===== src/rtl/uart_pkg.sv =====
// Shared UART definitions: oversampling constants, receiver state encoding
// and the baud-divider helper used by both the RX and TX paths.
package uart_pkg;

  localparam int UART_OS     = 16;
  localparam int UART_DATA_W = 8;

  typedef enum logic [2:0] {
    IDLE,
    START,
    DATA,
    STOP,
    WAIT_IDLE
  } uart_rx_state_e;

  // Clocks per oversample tick, rounded to nearest.
  function automatic int uart_os_div(input int clk_freq, input int baud);
    return (clk_freq + (baud * UART_OS) / 2) / (baud * UART_OS);
  endfunction

endpackage


===== src/rtl/uart_sync_fifo.sv =====
// Generic first-word-fallthrough synchronous FIFO. The head entry is visible
// on head_data whenever empty is low; a pop frees a slot in the same cycle.
module uart_sync_fifo #(
  parameter int WIDTH = 8,
  parameter int DEPTH = 8
) (
  input  logic             clk,
  input  logic             rst_n,
  input  logic             push,
  input  logic [WIDTH-1:0] push_data,
  input  logic             pop,
  output logic [WIDTH-1:0] head_data,
  output logic             empty,
  output logic             overflow
);

  localparam int AW = $clog2(DEPTH);

  logic [AW:0]      wr_ptr;
  logic [AW:0]      rd_ptr;
  logic [WIDTH-1:0] mem [DEPTH];
  logic             full;
  logic             do_pop;
  logic             do_push;

  // Extra pointer MSB separates full from empty when the index bits match.
  assign empty    = (wr_ptr == rd_ptr);
  assign full     = (wr_ptr[AW] != rd_ptr[AW]) && (wr_ptr[AW-1:0] == rd_ptr[AW-1:0]);
  assign do_pop   = pop & ~empty;
  assign do_push  = push & (~full | do_pop);
  assign overflow = push & full & ~do_pop;

  assign head_data = mem[rd_ptr[AW-1:0]];

  always_ff @(posedge clk or negedge rst_n) begin
    if (!rst_n) begin
      wr_ptr <= '0;
      rd_ptr <= '0;
      for (int i = 0; i < DEPTH; i++) mem[i] <= '0;
    end else begin
      if (do_push) begin
        mem[wr_ptr[AW-1:0]] <= push_data;
        wr_ptr              <= wr_ptr + (AW+1)'(1);
      end
      if (do_pop) rd_ptr <= rd_ptr + (AW+1)'(1);
    end
  end

endmodule


===== src/rtl/uart_rx_fifo_if.sv =====
// UART 8N1 receiver: pin synchronizer, 16x oversample deframer and a receive
// FIFO presented on a valid/ready port, with framing and overrun reporting.
module uart_rx_fifo_if
  import uart_pkg::*;
#(
  parameter int CLK_FREQ   = 50_000_000,
  parameter int BAUD       = 115200,
  parameter int FIFO_DEPTH = 8
) (
  input  logic                   clk,
  input  logic                   rst_n,
  input  logic                   uart_rxd,
  output logic [UART_DATA_W-1:0] rx_data,
  output logic                   rx_valid,
  input  logic                   rx_ready,
  output logic                   rx_busy,
  output logic                   rx_frame_err,
  output logic                   rx_overrun,
  input  logic                   rx_err_clr
);

  localparam int DIV   = uart_os_div(CLK_FREQ, BAUD);
  localparam int CNT_W = (DIV > 1) ? $clog2(DIV) : 1;
  localparam logic [CNT_W-1:0] DIV_LAST  = CNT_W'(DIV - 1);
  localparam logic [3:0]       MID_TICK  = 4'(UART_OS / 2 - 1);
  localparam logic [3:0]       LAST_TICK = 4'(UART_OS - 1);

  logic                   rxd_meta;
  logic                   rxd_s;
  logic                   rxd_prev;
  logic                   fall;
  logic [CNT_W-1:0]       os_cnt;
  logic                   tick;
  uart_rx_state_e         state;
  logic [3:0]             tick_cnt;
  logic [2:0]             bit_idx;
  logic [UART_DATA_W-1:0] shreg;
  logic                   push;
  logic                   overflow;
  logic                   fifo_empty;

  always_ff @(posedge clk or negedge rst_n) begin
    if (!rst_n) begin
      rxd_meta <= 1'b1;
      rxd_s    <= 1'b1;
      rxd_prev <= 1'b1;
    end else begin
      rxd_meta <= uart_rxd;
      rxd_s    <= rxd_meta;
      rxd_prev <= rxd_s;
    end
  end

  assign fall = rxd_prev & ~rxd_s;
  assign tick = (os_cnt == DIV_LAST);

  // Realigning on the start edge puts every later sample near bit centre.
  always_ff @(posedge clk or negedge rst_n) begin
    if (!rst_n)                        os_cnt <= '0;
    else if ((state == IDLE) && fall)  os_cnt <= '0;
    else if (tick)                     os_cnt <= '0;
    else                               os_cnt <= os_cnt + CNT_W'(1);
  end

  always_ff @(posedge clk or negedge rst_n) begin
    if (!rst_n) begin
      state        <= IDLE;
      tick_cnt     <= '0;
      bit_idx      <= '0;
      shreg        <= '0;
      rx_frame_err <= 1'b0;
    end else begin
      rx_frame_err <= 1'b0;
      case (state)
        IDLE: begin
          if (fall) begin
            state    <= START;
            tick_cnt <= '0;
          end
        end
        START: begin
          if (tick) begin
            if (tick_cnt == MID_TICK) begin
              tick_cnt <= '0;
              bit_idx  <= '0;
              state    <= rxd_s ? IDLE : DATA;
            end else begin
              tick_cnt <= tick_cnt + 4'd1;
            end
          end
        end
        DATA: begin
          if (tick) begin
            if (tick_cnt == LAST_TICK) begin
              tick_cnt <= '0;
              shreg    <= {rxd_s, shreg[UART_DATA_W-1:1]};
              bit_idx  <= bit_idx + 3'd1;
              if (bit_idx == 3'd7) state <= STOP;
            end else begin
              tick_cnt <= tick_cnt + 4'd1;
            end
          end
        end
        STOP: begin
          if (tick) begin
            if (tick_cnt == LAST_TICK) begin
              tick_cnt <= '0;
              if (rxd_s) begin
                state <= IDLE;
              end else begin
                rx_frame_err <= 1'b1;
                state        <= WAIT_IDLE;
              end
            end else begin
              tick_cnt <= tick_cnt + 4'd1;
            end
          end
        end
        WAIT_IDLE: begin
          if (rxd_s) state <= IDLE;
        end
        default: state <= IDLE;
      endcase
    end
  end

  // Push straight from the stop-bit sample so the byte is visible next cycle.
  assign push    = (state == STOP) && tick && (tick_cnt == LAST_TICK) && rxd_s;
  assign rx_busy = (state != IDLE);

  // Handshake: rx_valid means rx_data holds the oldest unread byte; the byte
  // is consumed on any clock edge where rx_valid & rx_ready, otherwise rx_data
  // stays put. rx_ready may be asserted regardless of rx_valid.
  uart_sync_fifo #(
    .WIDTH (UART_DATA_W),
    .DEPTH (FIFO_DEPTH)
  ) u_fifo (
    .clk       (clk),
    .rst_n     (rst_n),
    .push      (push),
    .push_data (shreg),
    .pop       (rx_ready),
    .head_data (rx_data),
    .empty     (fifo_empty),
    .overflow  (overflow)
  );

  assign rx_valid = ~fifo_empty;

  // A new drop outranks a clear arriving in the same cycle.
  always_ff @(posedge clk or negedge rst_n) begin
    if (!rst_n)          rx_overrun <= 1'b0;
    else if (overflow)   rx_overrun <= 1'b1;
    else if (rx_err_clr) rx_overrun <= 1'b0;
  end

endmodule


===== config.mk =====
export PLATFORM = sky130hd
export DESIGN_NAME = uart_rx_fifo_if
export DESIGN_NICKNAME = d
export VERILOG_FILES = /design/src/rtl/uart_pkg.sv /design/src/rtl/uart_sync_fifo.sv /design/src/rtl/uart_rx_fifo_if.sv
export SDC_FILE = /design/constraint.sdc
export NUM_CORES = 1
export LEC_CHECK = 0
export ABC_AREA = 1
export ABC_CLOCK_PERIOD_IN_PS = 4300
export BUFFER_PORTS_ARGS = -buffer_cell sky130_fd_sc_hd__buf_2
export CORE_MARGIN = 10
export CORE_UTILIZATION = 33
export DETAILED_ROUTE_END_ITERATION = 10
export GPL_ROUTABILITY_DRIVEN = 0
export PLACE_DENSITY = 0.57
export SYNTH_ARGS = -nofsm -noshare
export SYNTH_HDL_FRONTEND = slang
export SYNTH_SLANG_ARGS = --single-unit
export TNS_END_PERCENT = 5

===== constraint.sdc =====
create_clock -name clk -period 4.3 [get_ports clk]
set_input_delay 0.215 -clock clk [delete_from_list [all_inputs] [get_ports clk]]
set_output_delay 0.215 -clock clk [all_outputs]
set_load 0.1 [all_outputs]

## Word-level counts from Yosys, hierarchy flattened

Cells that the tools add are included.

- $add $sub $neg: 5
- Magnitude comparators: 3
- Eq/ne operators: 21
- Muxes and demuxes: 37
- Bitwise gates (word level): 12
- Reductions and logical operators: 16

Operators with widths:

| cell | number |
|---|---|
| $bwmux 64 | 1 |
| $mux 3 | 14 |
| $bmux 8 s3 | 1 |
| $demux 8 s3 | 1 |
| $mux 8 | 3 |
| $mux 4 | 5 |
| $ne 2x2->1 const B | 9 |
| $pmux 3 s5 | 1 |
| $add 4x1->4 const B | 3 |
| $pmux 4 s3 | 1 |
| $mux 5 | 2 |
| $reduce_and 9->1 | 1 |
| $ge 4x4->1 const B | 2 |
| $not 3->4 | 2 |
| $eq 3x2->1 const B | 2 |
| $eq 3x3->1 const B | 2 |
| $logic_and 1x1->1 | 6 |
| $mux 1 | 6 |
| $pmux 3 s2 | 1 |
| $reduce_bool 3->1 | 2 |
| $add 5x1->5 const B | 1 |
| $and 1x1->1 | 5 |
| $eq 5x5->1 const B | 1 |
| $reduce_and 5->1 | 1 |
| other kinds (17) | 21 |

- Register bits: 100
- Bits of input ports: 5
- Output and inout port bits: 12

## Longest topological paths before layout

- Depth in word-level cells: 7
- Gate-level depth with buffers: 10
- Mapped depth without buffers: 10

## By module

From an unflattened synthesis, not the netlist that was laid out.

- Cell total of the unflattened synthesis: 640
- Area, all modules: 5255.0 um2

Modules (own cells, without submodules):

| module | times used | cells an instance | area an instance (um2) | seq. area each (um2) |
|---|---|---|---|---|
| uart_sync_fifo | 1 | 472 | 3868.7 | 1801.7 |
| uart_rx_fifo_if | 1 | 168 | 1386.3 | 704.4 |

## Worst setup path before layout

Ideal clock, no wire load.

- Path type: register to register
- From: register u_fifo.rd_ptr[0]
- To: register u_fifo.rd_ptr[2]
- Setup time: 0.134 ns
- Arrival: 2.098 ns
- Data required time: 4.166 ns
- Setup slack: 2.068 ns
- Cell stages (with the launch flop): 8
- Period minus slack after synthesis: 2.232 ns
- Path through: dfrtp_1 -> buf_4 -> nand2_1 -> nand2_1 -> nor2_1 -> nand3_1 -> nand2_1 -> o21ai_0

- Word-level cells in the longest chain between the ends: 3

Ends and longest elaborated chain:

| what | RTL line | RTL |
|---|---|---|
| from (decl) | uart_sync_fifo.sv:20 | `logic [AW:0] rd_ptr;` |
| from (signal assigned) | uart_sync_fifo.sv:45 | `if (do_pop) rd_ptr <= rd_ptr + (AW+1)'(1);` |
| $eq 4x4->1 | uart_sync_fifo.sv:27 | `assign empty = (wr_ptr == rd_ptr);` |
| $not 1->1 | - |  |
| named net rx_valid | uart_rx_fifo_if.sv:14 | `output logic rx_valid,` |
| $and 1x1->1 | uart_sync_fifo.sv:29 | `assign do_pop = pop & ~empty;` |

The timed path passes the listed nets, and every way through them passes these cells.
A chain may end at the register's enable or synchronous reset.

## Worst setup path after layout

- From: register u_fifo.rd_ptr[1]
- To: register u_fifo.mem[32] (netlist bit)

- Word-level cells in the longest chain between the ends: 5

Ends and longest elaborated chain:

| what | RTL line | RTL |
|---|---|---|
| $eq 4x4->1 or $eq 3x3->1 (tied branches) | uart_sync_fifo.sv:27, uart_sync_fifo.sv:28 |  |
| $not 1->1 or $logic_and 1x1->1 (tied branches) | uart_sync_fifo.sv:29, uart_sync_fifo.sv:28 |  |
| $and 1x1->1 or $not 1->1 (tied branches) | uart_sync_fifo.sv:29, uart_sync_fifo.sv:30 |  |
| $or 1x1->1 * | uart_sync_fifo.sv:30 | `assign do_push = push & (~full \| do_pop);` |
| $and 1x1->1 * | uart_sync_fifo.sv:30 |  |
| to (signal, indexed assignment) | uart_sync_fifo.sv:42 | `mem[wr_ptr[AW-1:0]] <= push_data;` |
| to (decl) | uart_sync_fifo.sv:21 | `logic [WIDTH-1:0] mem [DEPTH];` |

Every way passes the cells marked *; elsewhere a longest branch is shown, timed or not.

==> PnR_summary.wiki <==
{| class="wikitable"
! Metric !! Value
|-
| Status || finished with violations
|-
| Violated checks || hold timing
|-
| Part of the Yosys area used for sequential elements || 49.29%
|-
| Post-detail-place hpwl || 8.713 mm
|-
| Path category of the worst min-delay check || primary input to async pin
|-
| Vias || 4,307
|-
| DRT antenna net count || 0
|-
| Number of antenna violations at the first check in global routing || 0
|-
| Vias per inst || 5.214
|-
| Vert. Die Dim || 144.1 um
|-
| CTS Buffer Depth || 2
|-
| Layout Nets || 645
|-
| Placement-stage cell area || 5236 um2
|-
| CP Class || flop to flop
|-
| Yosys top cell area share || 47.74%
|-
| Post-route standard cell area excluding fillers || 5534 um2
|-
| # fillers || 1,556
|-
| Deepest level of the CTS H-tree || 3
|-
| Routed WL per cell || 15.56 um
|-
| Final setup slack of the worst path || 1.603 ns
|-
| Syn Nets || 648
|-
| Count of different cell masters after synthesis || 27
|-
| Multi-input gate area in the final layout || 2270 um2
|-
| Initial DRC Count || 392
|-
| Share of total power in sequential cells || 48.2%
|-
| Synthesized netlist cell count || 636
|-
| Share of power burned in the clock network || 37.4%
|-
| Total Die Area || 20,770 um2
|-
| Clock latency on the worst-skew pair || 0.36 ns
|-
| P per Cell Area || 384.6 nW/um2
|-
| Number of primary I/O pins || 17
|-
| Dominant synthesized flop cell || dfrtp_1
|-
| Remaining design rule violation count || 0
|-
| Overflow left after global routing || 0
|-
| Total core area || 15,150 um2
|-
| Clock sink count || 100
|-
| Number of buffers created by CTS || 9
|-
| Wire length of the first global-routing pass || 21.21 mm
|-
| Aggregate negative setup slack || 0 ns
|-
| ANT cells || 0
|-
| Area grow syn2layout || 8.834%
|-
| Required time of the critical path || 4.58 ns
|-
| Arrival time reported for the critical path endpoint || 2.98 ns
|-
| Starting density of the core || 33.57%
|-
| Top fanout value on the critical path || 42
|-
| Reg-to-reg setup timing slack || 1.60 ns
|-
| Leakage || 2.828 nW
|-
| Warnings, synthesis || 0
|-
| Row count || 45
|-
| Tot Pwr || 2.129 mW
|-
| Number of global-route vias before repair || 3,963
|-
| Met1 Resource Use GR || 18.63%
|-
| Critical path endpoint category || flop
|-
| Worst relative slew slack || 40.87%
|-
| Max-cap violations || 0
|-
| Total Routed Length || 12.85 mm
|-
| Pin count of the biggest net entering global routing || 70
|-
| Buffers added on ports || 16
|-
| Part of the power in combinational logic || 14.4%
|-
| Post-Synthesis Cell Area || 5085 um2
|-
| Clock transition at the registers of the reported paths || 0.07 ns
|-
| Synth area leader || dfrtp_1
|-
| CTS tree || yes
|-
| Post-route clock period utilization || 62.71%
|-
| Clock Tree Root || clkbuf_16
|-
| Fmax || 370.8 MHz
|-
| Final setup skew || 0.009589 ns
|-
| Least-Margin Pin Slew || 0.8870 ns
|-
| Area taken by flip-flops and latches || 2506 um2
|-
| Max rail drop VDD || 0.0003334 V
|-
| Switching power || 0.6407 mW
|-
| DRT Pass-1 Iters || 5
|-
| Post-synthesis register bit count || 100
|-
| Final count of pins violating max slew || 0
|-
| Internal power || 1.488 mW
|-
| Chip Width || 144.1 um
|-
| Worst-case hold slack || -0.009727 ns
|-
| Average cell area after synthesis || 7.995 um2
|-
| Share of flip-flops with an asynchronous set or reset || 100.0%
|-
| Number of hold-slack violations in the final timing report || 20
|-
| Total global routing track utilization || 12.94%
|-
| GRT Max-Usage Layer || met2
|-
| RSZ-0062 raised after global routing || false
|-
| Startpoint kind of the worst setup timing path || flop
|-
| Number of flops mapped to enable cells by yosys || 0
|-
| Share of cells above drive strength 1 || 9.404%
|-
| GR Layer Usage met2 || 18.71%
|-
| Final period demand of the worst path || 2.697 ns
|-
| Final setup violation count || 0
|-
| Met3 capacity usage during global routing || 3.673%
|-
| Share of total power consumed by net switching || 30.10%
|-
| Post-Place Setup Slack || 1.633 ns
|-
| Leading cell types by total area after synthesis || dfrtp_1 (48%), nand2_1 (16%), nand4_1 (8.1%)
|}
state kept, by name (all words and copies together), names as in the netlist:
| register | cells |
|---|---|
| rxd_s | 1 |
| rx_overrun | 1 |
| state | 3 |
| rxd_meta | 1 |
| os_cnt | 5 |
| u_fifo.rd_ptr | 4 |
| tick_cnt | 4 |
| u_fifo.mem | 64 |
| rxd_prev | 1 |
| rx_frame_err | 1 |
| shreg | 8 |
| bit_idx | 3 |
| u_fifo.wr_ptr | 4 |
power by group through the flow:
| stage | combinational (mW) | clock, mW | sequential [mW] |
|---|---|---|---|
| 2_1_floorplan | 0.236 | 0 | 1.04 |
| 3_3_place_gp | 0.301 | 0 | 1.04 |
| 3_5_place_dp | 0.308 | 0 | 1.04 |
| 4_1_cts | 0.310 | 0.818 | 1.03 |
| 5_1_grt | 0.356 | 0.856 | 1.03 |
| 6_report | 0.306 | 0.796 | 1.03 |
stage by stage:
stage	hold WS, ns	instances	util [%]
after floorplan	-0.08059	636	-
after global placement	0.3235	809	34.57
after detailed placement	0.3242	809	34.57
after CTS	0.03087	826	36.54
after global routing	0.04335	826	36.54
final	-0.009727	826	36.54
critical path: stages (launching register included):
cell and delay, ns:
dfrtp_1 0.32, buf_4 0.20, inv_1 0.22, nand2_1 0.11
nand2_1 0.05, nor2_1 0.15, nand3_2 0.65, buf_4 0.54
nand3_2 0.19, nand2_1 0.08, nand2_1 0.08
layout by cell type, fill, tap and decap left out:
master and instances:
nand2_1 221, nand3b_1 1, xnor2_1 4, inv_2 5, dfstp_2 3, o21ai_1 2
clkbuf_8 1, o22ai_1 17, a21oi_1 3, dlygate4sd3_1 1, inv_1 19, buf_2 15
clkbuf_16 9, dfrtp_1 97, nand3_1 20, xor2_1 5, nor2_4 2, o21ai_0 45
nor2_1 66, clkbuf_1 1, a211oi_1 1, clkinvlp_4 3, nor3_1 2, nor2_2 3
nand3_2 9, buf_4 8, ha_1 7, nand4_1 66, inv_8 2
Yosys cell counts, types with 4 or more instances:
| cell | n |
|---|---|
| xnor2_1 | 4 |
| buf_1 | 9 |
| ha_1 | 7 |
| inv_2 | 5 |
| buf_2 | 9 |
| nand3_1 | 20 |
| o22ai_1 | 17 |
| clkbuf_1 | 9 |
| xor2_1 | 5 |
| o21ai_0 | 45 |
| nand3_2 | 9 |
| nor2_1 | 66 |
| inv_1 | 19 |
| nand2_1 | 221 |
| buf_6 | 7 |
| dfrtp_1 | 97 |
| nand4_1 | 66 |
layer usage:
metal / wire length, um / part of all wire (%)
met2: 5576 / 43
met3: 760 / 5.9
met5: 0 / 0
met1: 6353 / 49
met4: 163 / 1.3
kinds of logic after synthesis:
| family | after synthesis | share of synthesized area (%) |
|---|---|---|
| and+or+nand+nor | 390 | 34.20 |
| buffers and inverters | 62 | 6.078 |
| DFF | 100 | 49.29 |
| xor gates and xnor gates | 9 | 1.550 |
| adders and majority gates | 7 | 1.722 |
| AOI/OAI and AO/OA | 68 | 7.160 |
timing repair:
action / in CTS / in global routing
endpoints found under the hold margin: 1 / 0
hold buffers: 1 / 0
setup buffers: 0 / 0
gates resized for setup: 0 / 0
area by class of cell:
class	instances	share of cell area, %
clock inverter	5	0.8139
tap	188	4.251
timing repair buffer	24	2.623
inverter	24	1.628
clock buffer	11	4.386
multi-input combinational	474	41.01
sequential	100	45.29
path summary, 6_finish.rpt:
kind,start,cells after the start,endpoint
worst min register to register,rxd_meta,0,rxd_s
max in group asynchronous,rst_n,2,rxd_s
worst max-delay path,u_fifo.rd_ptr[1],10,u_fifo.mem[32]
min in group clk,rx_err_clr,2,rx_overrun
worst min-delay path,rst_n,1,u_fifo.mem[13]
worst max register to register,u_fifo.rd_ptr[1],10,u_fifo.mem[32]
Power figures use the tool's default switching activity.
